--- src/rtl/fp_mult_arbiter_pkg.sv ---
// Purpose: shared types and constants for the FP multiplier arbiter slice.
// Latency: n/a (declarations only).
// Backpressure: n/a.
// Contents: round_values enum, status flag width and bit indices, control FSM state enum.
package fp_mult_pkg;

  // Rounding modes understood by the shared multiplier.
  typedef enum logic [2:0] {
    RNE = 3'd0,
    RTZ = 3'd1,
    RDN = 3'd2,
    RUP = 3'd3,
    RMM = 3'd4
  } round_values;

  // Status vector layout: {inexact, huge, tiny, nan, inf, zero}.
  localparam int STATUS_W   = 6;
  localparam int ST_ZERO    = 0;
  localparam int ST_INF     = 1;
  localparam int ST_NAN     = 2;
  localparam int ST_TINY    = 3;
  localparam int ST_HUGE    = 4;
  localparam int ST_INEXACT = 5;

  typedef enum logic [1:0] {
    RUN     = 2'd0,
    DRAIN   = 2'd1,
    DRAINED = 2'd2
  } ctrl_state_t;

endpackage

--- src/rtl/fp_mult_arbiter_if.sv ---
// Purpose: bundle of requester, multiplier and control signals around the arbiter.
// Latency: n/a (wires only).
// Backpressure: req_valid/req_ready per requester; responses carry no backpressure.
// Modports: slave = arbiter side, master = requesters + multiplier + controller side.
// Optional: FP_MULT_ARB_STICKY_EN adds sticky_status / sticky_clr.
interface fp_mult_arbiter_if #(
  parameter int NREQ = 4
);
  import fp_mult_pkg::*;

  logic [NREQ-1:0]          req_valid;
  logic [NREQ-1:0]          req_ready;
  logic [NREQ*32-1:0]       req_a;
  logic [NREQ*32-1:0]       req_b;
  logic                     mul_valid;
  logic [31:0]              mul_a;
  logic [31:0]              mul_b;
  logic [31:0]              mul_z;
  logic [STATUS_W-1:0]      mul_status;
  logic [NREQ-1:0]          rsp_valid;
  logic [31:0]              rsp_z;
  logic [STATUS_W-1:0]      rsp_status;
  logic                     drain_req;
  logic                     drain_done;
  logic                     busy;
`ifdef FP_MULT_ARB_STICKY_EN
  logic [NREQ*STATUS_W-1:0] sticky_status;
  logic [NREQ-1:0]          sticky_clr;

  modport slave (
    input  req_valid, req_a, req_b, mul_z, mul_status, drain_req, sticky_clr,
    output req_ready, mul_valid, mul_a, mul_b, rsp_valid, rsp_z, rsp_status,
           drain_done, busy, sticky_status
  );
  modport master (
    output req_valid, req_a, req_b, mul_z, mul_status, drain_req, sticky_clr,
    input  req_ready, mul_valid, mul_a, mul_b, rsp_valid, rsp_z, rsp_status,
           drain_done, busy, sticky_status
  );
`else
  modport slave (
    input  req_valid, req_a, req_b, mul_z, mul_status, drain_req,
    output req_ready, mul_valid, mul_a, mul_b, rsp_valid, rsp_z, rsp_status,
           drain_done, busy
  );
  modport master (
    output req_valid, req_a, req_b, mul_z, mul_status, drain_req,
    input  req_ready, mul_valid, mul_a, mul_b, rsp_valid, rsp_z, rsp_status,
           drain_done, busy
  );
`endif

endinterface

--- src/rtl/fp_mult_arbiter_rr_arbiter.sv ---
// Purpose: round-robin pick of the first active request at or after ptr (mod NREQ).
// Latency: purely combinational.
// Backpressure: none; the caller masks gnt when it cannot issue.
// Ports: req (NREQ), ptr (ID_W) in; gnt one-hot (NREQ), gnt_id encoded (ID_W) out.
module rr_arbiter #(
  parameter int NREQ = 4,
  parameter int ID_W = $clog2(NREQ)
) (
  input  logic [NREQ-1:0] req,
  input  logic [ID_W-1:0] ptr,
  output logic [NREQ-1:0] gnt,
  output logic [ID_W-1:0] gnt_id
);

  logic            found;
  logic [ID_W-1:0] idx;

  always_comb begin
    gnt    = '0;
    gnt_id = '0;
    found  = 1'b0;
    idx    = '0;
    for (int off = 0; off < NREQ; off++) begin
      idx = ID_W'((int'(ptr) + off) % NREQ);
      if (!found && req[idx]) begin
        found      = 1'b1;
        gnt[idx]   = 1'b1;
        gnt_id     = idx;
      end
    end
  end

endmodule

--- src/rtl/fp_mult_arbiter.sv ---
// Purpose: share one pipelined FP multiplier between NREQ requesters, round-robin, with drain.
// Latency: accept at t -> mul_valid at t+1 -> rsp_valid[id] at t+LATENCY+2.
// Backpressure: req_ready is the grant; no backpressure on responses; drain_req blocks grants.
// Ports: clk, rst (sync, active high), bus (fp_mult_arbiter_if.slave).
// Optional: FP_MULT_ARB_STICKY_EN adds per-requester sticky status accumulation.
module fp_mult_arbiter
  import fp_mult_pkg::*;
#(
  parameter int NREQ    = 4,
  parameter int LATENCY = 3,
  parameter int ID_W    = $clog2(NREQ)
) (
  input  logic             clk,
  input  logic             rst,
  fp_mult_arbiter_if.slave bus
);

  localparam int CNT_W = $clog2(LATENCY + 3);

  localparam logic [1:0] S_RUN     = RUN;
  localparam logic [1:0] S_DRAIN   = DRAIN;
  localparam logic [1:0] S_DRAINED = DRAINED;

  logic [1:0]          state;
  logic [ID_W-1:0]     rr_ptr;
  logic [CNT_W-1:0]    inflight;
  logic [NREQ-1:0]     gnt;
  logic [ID_W-1:0]     gnt_id;
  logic                grant_en;
  logic                accept;
  logic                rsp_any;

  logic                mul_valid_q;
  logic [31:0]         mul_a_q;
  logic [31:0]         mul_b_q;
  logic [NREQ-1:0]     rsp_valid_q;
  logic [31:0]         rsp_z_q;
  logic [STATUS_W-1:0] rsp_status_q;

  // Tag stage k lines up with the multiplier's k-th cycle after issue;
  // stage LATENCY is the one aligned with mul_z.
  logic [LATENCY:0]    tag_vld;
  logic [ID_W-1:0]     tag_id [LATENCY+1];

  rr_arbiter #(
    .NREQ (NREQ),
    .ID_W (ID_W)
  ) u_rr (
    .req    (bus.req_valid),
    .ptr    (rr_ptr),
    .gnt    (gnt),
    .gnt_id (gnt_id)
  );

  // drain_req masks grants in the cycle it rises, so drain beats a coincident request.
  assign grant_en      = !rst && (state == S_RUN) && !bus.drain_req;
  assign bus.req_ready = grant_en ? gnt : '0;
  assign accept        = |(bus.req_valid & bus.req_ready);
  assign rsp_any       = |rsp_valid_q;

  // Issue register: operands hold when nothing is issued.
  always_ff @(posedge clk) begin
    if (rst) begin
      mul_valid_q <= 1'b0;
      mul_a_q     <= '0;
      mul_b_q     <= '0;
    end else begin
      mul_valid_q <= accept;
      if (accept) begin
        mul_a_q <= bus.req_a[int'(gnt_id)*32 +: 32];
        mul_b_q <= bus.req_b[int'(gnt_id)*32 +: 32];
      end
    end
  end

  always_ff @(posedge clk) begin
    if (rst) begin
      rr_ptr <= '0;
    end else if (accept) begin
      rr_ptr <= (gnt_id == ID_W'(NREQ - 1)) ? '0 : gnt_id + ID_W'(1);
    end
  end

  // Reset clears every valid bit so nothing issued before reset ever responds.
  always_ff @(posedge clk) begin
    if (rst) begin
      tag_vld <= '0;
      for (int i = 0; i <= LATENCY; i++) tag_id[i] <= '0;
    end else begin
      tag_vld   <= {tag_vld[LATENCY-1:0], accept};
      tag_id[0] <= gnt_id;
      for (int i = 1; i <= LATENCY; i++) tag_id[i] <= tag_id[i-1];
    end
  end

  always_ff @(posedge clk) begin
    if (rst) begin
      rsp_valid_q  <= '0;
      rsp_z_q      <= '0;
      rsp_status_q <= '0;
    end else begin
      rsp_valid_q <= tag_vld[LATENCY] ? (NREQ'(1) << tag_id[LATENCY]) : '0;
      if (tag_vld[LATENCY]) begin
        rsp_z_q      <= bus.mul_z;
        rsp_status_q <= bus.mul_status;
      end
    end
  end

  // Counts operations from accept until their response strobe; peaks at LATENCY+2.
  always_ff @(posedge clk) begin
    if (rst) begin
      inflight <= '0;
    end else begin
      case ({accept, rsp_any})
        2'b10:   inflight <= inflight + CNT_W'(1);
        2'b01:   inflight <= inflight - CNT_W'(1);
        default: inflight <= inflight;
      endcase
    end
  end

  always_ff @(posedge clk) begin
    if (rst) begin
      state <= S_RUN;
    end else begin
      case (state)
        S_RUN:     if (bus.drain_req) state <= S_DRAIN;
        S_DRAIN:   if ((inflight == '0) && !rsp_any) state <= S_DRAINED;
        S_DRAINED: if (!bus.drain_req) state <= S_RUN;
        default:   state <= S_RUN;
      endcase
    end
  end

  assign bus.mul_valid  = mul_valid_q;
  assign bus.mul_a      = mul_a_q;
  assign bus.mul_b      = mul_b_q;
  assign bus.rsp_valid  = rsp_valid_q;
  assign bus.rsp_z      = rsp_z_q;
  assign bus.rsp_status = rsp_status_q;
  assign bus.drain_done = (state == S_DRAINED);
  assign bus.busy       = (inflight != '0);

`ifdef FP_MULT_ARB_STICKY_EN
  logic [NREQ*STATUS_W-1:0] sticky_q;

  // A clear coinciding with a response keeps only the new flags.
  always_ff @(posedge clk) begin
    if (rst) begin
      sticky_q <= '0;
    end else begin
      for (int i = 0; i < NREQ; i++) begin
        if (bus.sticky_clr[i]) begin
          sticky_q[i*STATUS_W +: STATUS_W] <= rsp_valid_q[i] ? rsp_status_q : '0;
        end else if (rsp_valid_q[i]) begin
          sticky_q[i*STATUS_W +: STATUS_W] <= sticky_q[i*STATUS_W +: STATUS_W] | rsp_status_q;
        end
      end
    end
  end

  assign bus.sticky_status = sticky_q;
`endif

endmodule

--- src/flat_wrapper.sv ---
// flat-port wrapper written by rule: the top's interface ports become plain ports
module fp_mult_arbiter_flat import fp_mult_pkg::*;
#(
  parameter int NREQ    = 4,
  parameter int LATENCY = 3,
  parameter int ID_W    = $clog2(NREQ)
)
  (clk, rst, bus_req_valid, bus_req_a, bus_req_b, bus_mul_z, bus_mul_status, bus_drain_req, bus_req_ready, bus_mul_valid, bus_mul_a, bus_mul_b, bus_rsp_valid, bus_rsp_z, bus_rsp_status, bus_drain_done, bus_busy);
  fp_mult_arbiter_if #(.NREQ(NREQ)) bus_i ();
  input  logic clk;
  input  logic rst;
  input wire logic [$bits(bus_i.req_valid)-1:0] bus_req_valid;
  input wire logic [$bits(bus_i.req_a)-1:0] bus_req_a;
  input wire logic [$bits(bus_i.req_b)-1:0] bus_req_b;
  input wire logic [$bits(bus_i.mul_z)-1:0] bus_mul_z;
  input wire logic [$bits(bus_i.mul_status)-1:0] bus_mul_status;
  input wire logic [$bits(bus_i.drain_req)-1:0] bus_drain_req;
  output wire logic [$bits(bus_i.req_ready)-1:0] bus_req_ready;
  output wire logic [$bits(bus_i.mul_valid)-1:0] bus_mul_valid;
  output wire logic [$bits(bus_i.mul_a)-1:0] bus_mul_a;
  output wire logic [$bits(bus_i.mul_b)-1:0] bus_mul_b;
  output wire logic [$bits(bus_i.rsp_valid)-1:0] bus_rsp_valid;
  output wire logic [$bits(bus_i.rsp_z)-1:0] bus_rsp_z;
  output wire logic [$bits(bus_i.rsp_status)-1:0] bus_rsp_status;
  output wire logic [$bits(bus_i.drain_done)-1:0] bus_drain_done;
  output wire logic [$bits(bus_i.busy)-1:0] bus_busy;
  assign bus_i.req_valid = bus_req_valid;
  assign bus_i.req_a = bus_req_a;
  assign bus_i.req_b = bus_req_b;
  assign bus_i.mul_z = bus_mul_z;
  assign bus_i.mul_status = bus_mul_status;
  assign bus_i.drain_req = bus_drain_req;
  assign bus_req_ready = bus_i.req_ready;
  assign bus_mul_valid = bus_i.mul_valid;
  assign bus_mul_a = bus_i.mul_a;
  assign bus_mul_b = bus_i.mul_b;
  assign bus_rsp_valid = bus_i.rsp_valid;
  assign bus_rsp_z = bus_i.rsp_z;
  assign bus_rsp_status = bus_i.rsp_status;
  assign bus_drain_done = bus_i.drain_done;
  assign bus_busy = bus_i.busy;
  fp_mult_arbiter #(.NREQ(NREQ), .LATENCY(LATENCY), .ID_W(ID_W)) u_core (.clk(clk), .rst(rst), .bus(bus_i));
endmodule
--- config.mk ---
export PLATFORM = sky130hd
export DESIGN_NAME = fp_mult_arbiter_flat
export DESIGN_NICKNAME = d
export VERILOG_FILES = /design/src/rtl/fp_mult_arbiter_pkg.sv /design/src/rtl/fp_mult_arbiter_if.sv /design/src/rtl/fp_mult_arbiter_rr_arbiter.sv /design/src/rtl/fp_mult_arbiter.sv /design/src/flat_wrapper.sv
export SDC_FILE = /design/constraint.sdc
export NUM_CORES = 1
export LEC_CHECK = 0
export ABC_AREA = 1
export BUFFER_PORTS_ARGS = -buffer_cell sky130_fd_sc_hd__buf_2
export CAP_MARGIN = 25
export CORE_AREA = 2 2 161 163
export CTS_CLUSTER_SIZE = 10
export DETAILED_ROUTE_END_ITERATION = 8
export DIE_AREA = 0 0 163 165
export GPL_TIMING_DRIVEN = 0
export SYNTH_ARGS = -nofsm -noshare
export SYNTH_HDL_FRONTEND = slang
export SYNTH_SLANG_ARGS = --single-unit
export TNS_END_PERCENT = 1
--- constraint.sdc ---
create_clock -name clk -period 4.25 [get_ports clk]
set_clock_uncertainty 0.2 [all_clocks]
set_input_delay 0.85 -clock clk [delete_from_list [all_inputs] [get_ports clk]]
set_output_delay 0.85 -clock clk [all_outputs]
set_load 0.01 [all_outputs]
==> flow_summary.ini, run 1 <==
[outcome]
outcome = complete, no violations

[synthesis]
synthDistinctLibCells = 31
synth_ff_type = dfxtp_1
yosys_warnings = 0
synth_nets = 1441
seq_area_frac_synth = 0.3394
synth_edf_count = 0
syn_inst = 1131
synth_seq_cells = 125
async_flop_share = 0
syn_area_um2 = 7373
synth.avg_cell_area_um2 = 6.519

[job]
cap_viol_max_count = 0

[route]
ant_nets = 0
route.detailed.drc = 0
vias_per_cell = 4.751
finalWirelength_mm = 32.05
vias = 9089
dr.pass1.iters = 5
drt_iter0_drc = 425
wire_per_inst_um = 16.75

[setup_path]
r2r_slack_ns = 0.50
cp_slowest_stage_delay_ns = 0.42
worstSetupPathType = flop to flop
cp-end-kind = flop
timing.rr.end = u_core.inflight[2]
critPathCapture = u_core.inflight[2]
crit_required_ns = 4.36
cpMostUsedCell = nand3_1
reg2reg_depth = 22
path_max_fanout = 12
critical_path.cell_chain = buf_6 -> inv_6 -> ha_1 -> inv_1 -> nand3_1 -> nand2_1 -> nor2_4 -> buf_6 -> nand3_1 -> nand3_1 -> nand3_1 -> nand2_1 -> inv_2 -> nand2_4 -> inv_2 -> ha_1 -> inv_1 -> fa_1 -> a21oi_1 -> o21ai_0 -> o21ai_0 -> a21oi_1
start_kind = flop
cp.arrival_ns = 3.86
slowest_stage = dfxtp_1

[grt]
grt_pass1_wl_mm = 47.13
globalRoute.totalOverflow = 0
antenna_found_initial = 11
grt_pass1_vias = 8644
globalRouteTotalUtil = 0.2316
grt_max_degree = 17

[die]
die_h_um = 165
fp.dieW_um = 163
die_area_um2 = 26900
start_util = 0.2945
core_area_um2 = 25040
pin_count = 414
rows = 58

[placement]
placed_cells = 1874
routabilityCongestion = 0.8934
numPortBuffers = 413
dp_hpwl_mm = 25.46
post_dp_cell_area_um2 = 9853

[final_layout]
syn2layout_area_growth_pct = 41.49
drive_gt1_frac = 0.3270
final_area_um2 = 10430
finish.utilization = 0.4167
nets = 1872
layoutNonFillerInstCount = 1913

[power]
p_per_area_nw_per_um2 = 581.2
vdd.ir_drop.worst_uv = 212.4
p_leak_nw = 5.754

[sta]
slew_viol_final = 0
post-route-period-util = 0.8829
rsz0062_at_grt = no
fmax_ghz = 0.2665
setup_viol = 0
min_period_ns = 3.752
tns_ns = 0
tightest_slew_ns = 0.7051
relSlewSlack = 0.5299
final_hold_viol_count = 0

[min_path]
hold_path_class = flop to flop

[clock_tree]
cts.sinks = 125
clkTransAtPathRegs_ns = 0.07
ctsLongestPathBuffers = 2
cts.hold.buffers_added = 0
cts_setup_buffers = 0
cts_tree = yes
cts_made_buffers = 17
htree_levels = 4
cts_root_buf = clkbuf_16
clock_latency_ns = 0.41
cts_resized = 0
final cells by class:
class | count | area [um2]
fill | 2754 | 14600
clock buffer | 18 | 429.2
multi-input combinational | 820 | 4013
inverter | 101 | 385.4
antenna | 8 | 20.02
timing repair buffer | 413 | 2067
buffer | 84 | 467.9
clock inverter | 14 | 135.1
tap | 330 | 412.9
sequential | 125 | 2502
synthesized netlist by cell type, types with 2 or more instances:
| cell | number | area [um2] |
|---|---|---|
| a21boi_0 | 4 | 30.03 |
| a21o_1 | 64 | 480.5 |
| a21oi_1 | 12 | 60.06 |
| buf_1 | 4 | 15.01 |
| buf_2 | 33 | 165.2 |
| buf_4 | 14 | 105.1 |
| buf_6 | 8 | 90.09 |
| clkbuf_1 | 26 | 97.59 |
| dfxtp_1 | 125 | 2502 |
| ha_1 | 8 | 100.1 |
| inv_1 | 94 | 352.8 |
| inv_2 | 4 | 15.01 |
| nand2_1 | 224 | 840.8 |
| nand2_2 | 2 | 12.51 |
| nand2_4 | 4 | 45.04 |
| nand3_1 | 94 | 470.5 |
| nor2_1 | 227 | 852.1 |
| o211ai_1 | 65 | 488.0 |
| o21ai_0 | 107 | 535.5 |
critical path, delay by kind of cell (launching register included):
family,cells,cell delay [ns]
buffers and inverters,7,0.90
DFF,1,0.42
and+or+nand+nor,8,0.73
adders and majority gates,3,0.92
AOI/OAI and AO/OA,4,0.46
how the worst min path moves through the flow:
stage                         from             endpoint  slack, ns  cells after the start
4_1_cts        u_core.tag_id[0][2]  u_core.tag_id[0][4]       0.20                      2
3_3_place_gp   u_core.tag_id[0][1]  u_core.tag_id[0][3]       0.19                      2
6_report       u_core.tag_id[0][2]  u_core.tag_id[0][4]       0.20                      2
5_1_grt        u_core.tag_id[0][4]  u_core.tag_id[0][6]       0.23                      2
2_1_floorplan  u_core.tag_id[0][0]  u_core.tag_id[0][2]       0.19                      2
3_5_place_dp   u_core.tag_id[0][4]  u_core.tag_id[0][6]       0.20                      2
through the flow:
stage                     total power [mW]  hold slack [ns]  setup WS (ns)
after CTS                            6.102           0.1995         0.3337
after global routing                 6.511           0.2253        0.06742
after global placement               4.653           0.1898         0.3172
after floorplan                      3.578           0.1883         0.9325
final                                6.064           0.2001         0.4978
after detailed placement             4.665           0.1963         0.2907
per-layer routing:
metal | global-route usage | vias up | routed length, um
met1 | 0.2669 | 4126 | 13020
met4 | 0.08005 | 8 | 783
met3 | 0.06052 | 55 | 2368
li1 | - | 4536 | -
met2 | 0.4147 | 364 | 15820
met5 | 0 | - | 57
flip-flops by register name (all words and copies together), names as in the netlist, named ones only:
signal,cells
u_core.bus.rsp_status,6
u_core.bus.rsp_z,32
u_core.tag_vld,4
u_core.state,2
u_core.bus.mul_a,32
u_core.bus.rsp_valid,4
u_core.tag_id,8
u_core.inflight,3
u_core.bus.mul_b,32
u_core.rr_ptr,1
placed cells by master (no fill, tap or decap), types with 2 or more instances in the layout:
cell type   synthesis  routed
clkbuf_1           26      27
a21boi_0            4       4
buf_4              14      14
ha_1                8       8
nand2_2             2       2
nand2_1           224     224
buf_1               4       4
inv_2               4       4
buf_2              33     445
nand3_1            94      94
buf_6               8       8
clkbuf_16           0      17
o211ai_1           65      65
clkinv_2            1       2
dfxtp_1           125     125
diode_2             0       8
clkinvlp_4          0       6
nor2_1            227     227
a21oi_1            12      12
a21o_1             64      64
nand2_4             4       4
o21ai_0           107     107
inv_6               1       5
inv_1              94      94
power by group:
group          switching (mW)  total (mW)  leakage, nW  internal, mW
registers              0.0825        1.41         1.01          1.33
clock network           0.602        1.42        0.258         0.815
logic                    2.04        3.24         4.48          1.19
cells by family after synthesis:
kind of cell / after synthesis / share of synthesized area
fa+ha+maj: 9 / 0.01629
simple gates: 556 / 0.3077
buf+inv: 186 / 0.1164
compound gates: 254 / 0.2191
xor+xnor: 1 / 0.001188
flops: 125 / 0.3394
Note: power is estimated with default switching activity, not from simulation.
==> run 2: changes to the inputs <==
- ABC_AREA: 1 -> not set
- BUFFER_PORTS_ARGS: -buffer_cell sky130_fd_sc_hd__buf_2 -> not set
- CORE_AREA: 2 2 161 163 -> 2 2 163 165
- DIE_AREA: 0 0 163 165 -> 0 0 165 167
- DONT_BUFFER_PORTS: not set -> 1
==> run 2 against run 1 <==
Against the previous run:
- synthesized cell count down 43%
- total power is 40% lower
- register-to-register slack worse by 0.20 ns
- synthesized area shrank 9.3%
- critical endpoint unchanged
- design area is 25% lower
- sequential share of layout area is 8.1 points higher
- final cell count fell by 46%
- via count down 41%
- first-iteration DRC count is 27% lower
- worst hold slack better by 0.038 ns
==> flow_summary.ini, run 2 <==
[power]
clockPowerShare = 0.383
p_per_area_nw_per_um2 = 464.7
pwr-share-seq = 0.385
internal_power_mw = 2.472
vdd.ir_drop.worst_uv = 192.7
total_power_mw = 3.628
p_comb_frac = 0.232
switching_share = 0.3187
p_leak_nw = 2.619
power.switching_mw = 1.156

[setup_path]
path_max_fanout = 19
cp-end-kind = flop
cp_slowest_stage_delay_ns = 0.38
crit_required_ns = 4.38
cp.arrival_ns = 4.08
cpMostUsedCell = inv_1
path_buf_inv = 6
start_kind = flop
cpLargestDelayFamily = compound AO/OA/AOI/OAI gates
critical_path.cell_chain = buf_8 -> clkinvlp_4 -> ha_4 -> buf_4 -> mux2i_4 -> o22ai_1 -> a211oi_2 -> o22a_1 -> a31oi_4 -> buf_6 -> inv_1 -> ha_1 -> inv_1 -> fa_1 -> xor2_1 -> or3_1 -> a21oi_1
worstSetupPathType = flop to flop
slowest_stage = dfxtp_4

[synthesis]
synth_nets = 959
synth_seq_cells = 125
syn_inst = 649
synth_top_area_cell = dfxtp_1
yosys_warnings = 0
netlist.area_leader.share = 0.3740
synthDistinctLibCells = 49
synth_edf_count = 0
synth.avg_cell_area_um2 = 10.31
synth_common_cells = dfxtp_1 (125), nand2_1 (75), nand2b_1 (68)
async_flop_share = 0
syn_area_um2 = 6690
synth_ff_type = dfxtp_1
post-synth-top-count-cell = dfxtp_1
synth.area.top_cells = dfxtp_1 (37%), mux4_2 (23%), nand2b_1 (6.4%)
seq_area_frac_synth = 0.3740

[placement]
post_dp_cell_area_um2 = 7124
dp_hpwl_mm = 20.61
numPortBuffers = 0
routabilityCongestion = 0.9067

[die]
rows = 59
fp.dieW_um = 165
start_util = 0.2597
core_area_um2 = 25760
die_area_um2 = 27560
die_h_um = 167
pin_count = 414

[grt]
grt_use_met2 = 0.3120
grt_pass1_wl_mm = 36.14
grt_pass1_vias = 5376
globalRoute.totalOverflow = 0
use_met3 = 0.08095
antenna_found_initial = 13
grt_max_degree = 17
use_met1 = 0.2026
globalRouteTotalUtil = 0.1830
busiest_layer = met2

[sta]
fmax_ghz = 0.2532
hold_slack_ns = 0.2383
rsz0062_at_grt = no
post-route-period-util = 0.9291
final_hold_viol_count = 0
min_period_ns = 3.949
slew_viol_final = 0
relSlewSlack = 0.4956
setup_viol = 0
tightest_slew_ns = 0.7566

[clock_tree]
clkTransAtPathRegs_ns = 0.06
cts_root_buf = clkbuf_16
cts_tree = yes
cts.sinks = 125
cts.hold.buffers_added = 0
htree_levels = 4
cts_made_buffers = 17
clock_latency_ns = 0.41
ctsLongestPathBuffers = 2

[final_layout]
final_area_um2 = 7807
nets = 984
drive_gt1_frac = 0.2038
syn2layout_area_growth_pct = 16.70
final_cell_mix = dfxtp_1 (123), nand2_1 (75), nand2b_1 (68), mux4_2 (67), o21ai_1 (64)
layout_commonest_cell = dfxtp_1

[route]
wire_per_inst_um = 25.06
vias_per_cell = 5.188
vias = 5354
drt_iter0_drc = 309
route.detailed.drc = 0
finalWirelength_mm = 25.86
ant_nets = 0
dr.pass1.iters = 5

[min_path]
hold_path_class = flop to flop

[outcome]
outcome = complete, no violations

[job]
cap_viol_max_count = 0
run 2: cell families after synthesis:
| group | share of synthesized area |
|---|---|
| compound gates | 0.09763 |
| buf+inv | 0.05031 |
| xor+xnor | 0.003928 |
| flops | 0.3740 |
| simple gates | 0.1661 |
| mux | 0.2901 |
| fa+ha+maj | 0.01795 |
run 2: power groups by stage:
stage / clock network (mW) / logic, mW / registers [mW]
finish: 1.39 / 0.840 / 1.40
global route: 1.48 / 0.915 / 1.41
CTS: 1.43 / 0.844 / 1.40
detailed placement: 0 / 0.827 / 1.42
global placement: 0 / 0.815 / 1.42
floorplan: 0 / 0.645 / 1.39
run 2: path summary, 6_finish.rpt:
check | from | end | slack (ns) | depth (start not counted)
max | flop | u_core.inflight[2] | 0.30 | 17
min | u_core.tag_id[0][4] | u_core.tag_id[0][6] | 0.24 | 1
max reg2reg | flop | u_core.inflight[2] | 0.30 | 17
min reg2reg | u_core.tag_id[0][4] | u_core.tag_id[0][6] | 0.24 | 1
run 2: routing by layer:
metal  wire (um)  vias to the layer above
met1        9381                     2556
met4         608                       10
met2       12770                      352
met5          60                        -
met3        3035                       44
li1            -                     2392
run 2: layout make-up:
type / count / area (um2)
fill: 2687 / 17960
multi-input combinational: 457 / 3890
sequential: 125 / 2507
clock buffer: 19 / 442.9
tap: 335 / 419.2
buffer: 53 / 299.0
clock inverter: 13 / 107.6
timing repair buffer: 7 / 60.06
inverter: 13 / 56.30
antenna: 10 / 25.02
run 2: worst reg2reg max path, stage by stage, from the launching register on:
cell        delay, ns
dfxtp_4          0.38
buf_8            0.15
clkinvlp_4       0.15
ha_4             0.31
buf_4            0.19
mux2i_4          0.26
o22ai_1          0.14
a211oi_2         0.20
o22a_1           0.25
a31oi_4          0.13
buf_6            0.22
inv_1            0.09
ha_1             0.18
inv_1            0.06
fa_1             0.37
xor2_1           0.15
or3_1            0.31
a21oi_1          0.14
run 2: per-stage QoR:
step	setup slack, ns	util	setup TNS, ns	instances
global route	0.02369	0.3026	0	1027
detailed placement	-0.5408	0.2765	-1.138	985
global placement	-0.5093	0.2759	-1.075	984
finish	0.3013	0.3030	0	1032
floorplan	0.2500	-	0	649
CTS	0.04046	0.3003	0	1019
run 2: repair_timing:
item	in CTS	in global routing
setup endpoints to repair	3	2
pin swaps	2	1
buffers inserted	2	4
resized for setup	11	6
==> run 3: changes to the inputs <==
- CORE_AREA: 2 2 163 165 -> 2 2 161 163
- DIE_AREA: 0 0 165 167 -> 0 0 163 165
- clock period: 4.25 -> 3.3 ns (I/O delays scaled with it)
==> run 3 against run 2 <==
Against the previous run:
- the run now ends with negative setup slack left
- fmax is 5.1% higher
- global-route usage shrank 0.11 points
- worst setup slack got worse by 0.76 ns
- largest power group is now the clock network
- design area increased by 3.6%
- combinational power increased by 37%
- first-iteration DRC count grew 18%
- worst hold slack got worse by 0.040 ns
- sequential share of layout area shrank 1.1 points
==> flow_summary.ini, run 3 (same netlist as run 2, synthesis figures left out) <==
[outcome]
outcome = finished, violations left
violations = negative setup slack

[final_layout]
syn2layout_area_growth_pct = 20.89
layoutNonFillerInstCount = 1032
nets = 994
fillers = 2549
layout_commonest_cell = dfxtp_1
finish.utilization = 0.3230
seq_area_um2 = 2507
final_cell_mix = dfxtp_1 (123), nand2_1 (75), nand2b_1 (68), mux4_2 (67), o21ai_1 (64)
drive_gt1_frac = 0.2468
multiInputGateArea_um2 = 3960

[power]
switching_share = 0.3007
power.switching_mw = 1.492
p_per_area_nw_per_um2 = 613.5
pwr-share-seq = 0.363
vdd.ir_drop.worst_uv = 327.2
p_leak_nw = 2.767
internal_power_mw = 3.470
clockPowerShare = 0.406
total_power_mw = 4.962
p_comb_frac = 0.231

[die]
core_area_um2 = 25040
die_area_um2 = 26900
rows = 58
fp.dieW_um = 163
die_h_um = 165
pin_count = 414
start_util = 0.2672

[sta]
rsz0062_at_grt = yes
setup_viol = 20
fmax_ghz = 0.2662
post-route-period-util = 1.138
tightest_slew_ns = 0.7624
fin_ws_ns = -0.4562
min_period_ns = 3.756
final_hold_viol_count = 0
tns_ns = -1.447
slew_viol_final = 0
relSlewSlack = 0.4917

[clock_tree]
cts_root_buf = clkbuf_16
clkTransAtPathRegs_ns = 0.06
cts_tree = yes
ctsLongestPathBuffers = 2
htree_levels = 4
cts_made_buffers = 17
cts.sinks = 125
clock_latency_ns = 0.41
cts.hold.buffers_added = 0

[placement]
dp_hpwl_mm = 20.09
numPortBuffers = 0
routabilityCongestion = 0.8381
placed_cells = 979

[grt]
grt_max_degree = 17
globalRoute.totalOverflow = 0
grt_pass1_wl_mm = 35.12
globalRouteTotalUtil = 0.1819
antenna_found_initial = 9
grt_pass1_vias = 5283

[route]
vias = 5374
dr.pass1.iters = 5
finalWirelength_mm = 25.85
ant_nets = 0
vias_per_cell = 5.207
wire_per_inst_um = 25.05
drt_iter0_drc = 365
route.detailed.drc = 0

[setup_path]
path_max_fanout = 6
crit_required_ns = 3.43
cp.arrival_ns = 3.89
cp-end-kind = flop
worstSetupPathType = flop to flop
start_kind = flop

[min_path]
hold_path_class = input pin to flop

[job]
cap_viol_max_count = 0
==> run 3: critical path, cell delays in order (launching register included) <==
cell	delay, ns
dfxtp_4	0.36
buf_8	0.10
clkinvlp_4	0.11
ha_4	0.31
buf_8	0.13
mux2i_4	0.26
o22ai_1	0.13
a211oi_2	0.25
o22a_1	0.27
a31oi_4	0.16
buf_12	0.16
buf_12	0.12
inv_4	0.05
ha_4	0.12
inv_2	0.03
fa_2	0.32
xor2_1	0.16
or3_1	0.31
a21oi_1	0.14
==> run 3: area by class of cell <==
class | count | share of cell area
buffer | 54 | 0.04858
multi-input combinational | 457 | 0.4896
sequential | 125 | 0.3100
antenna | 5 | 0.001547
clock buffer | 19 | 0.05476
clock inverter | 13 | 0.02228
timing repair buffer | 16 | 0.01485
inverter | 13 | 0.007271
tap | 330 | 0.05105
==> run 3: power by group through the flow <==
stage               registers (mW)  logic (mW)  clock network (mW)
detailed placement            1.84        1.05                   0
finish                        1.80        1.15                2.02
global placement              1.84        1.04                   0
CTS                           1.80        1.13                2.07
global route                  1.82        1.23                2.13
floorplan                     1.79       0.846                   0
==> run 3: per-layer routing <==
layer,up-vias,wire length (um),GRT usage
li1,2393,-,-
met1,2601,9502,0.2075
met2,332,12960,0.3141
met3,38,2895,0.07433
met4,10,422,0.05068
met5,-,70,0
==> run 3: metrics by stage <==
stage / worst slack, ns / hold slack [ns] / area (um2)
2_1_floorplan: -0.3338 / 0.2138 / 6744
6_report: -0.4562 / 0.1983 / 8088
5_1_grt: -0.6208 / 0.1773 / 8083
3_5_place_dp: -0.9522 / 0.2270 / 7157
3_3_place_gp: -0.9538 / 0.2160 / 7157
4_1_cts: -0.3848 / 0.1738 / 8019
==> run 3: repair_timing <==
item,CTS,global route
gates resized for setup,31,17
setup endpoints to repair,72,71
setup buffers,16,0
pin swaps,9,7
==> run 3: final timing paths <==
check	from	to	slack, ns	cells after the start
max reg2reg	flop	u_core.inflight[2]	-0.46	18
min	bus_mul_z[5]	u_core.bus.rsp_z[5]	0.20	2
max	flop	u_core.inflight[2]	-0.46	18
min reg2reg	u_core.tag_id[0][4]	u_core.tag_id[0][6]	0.24	1
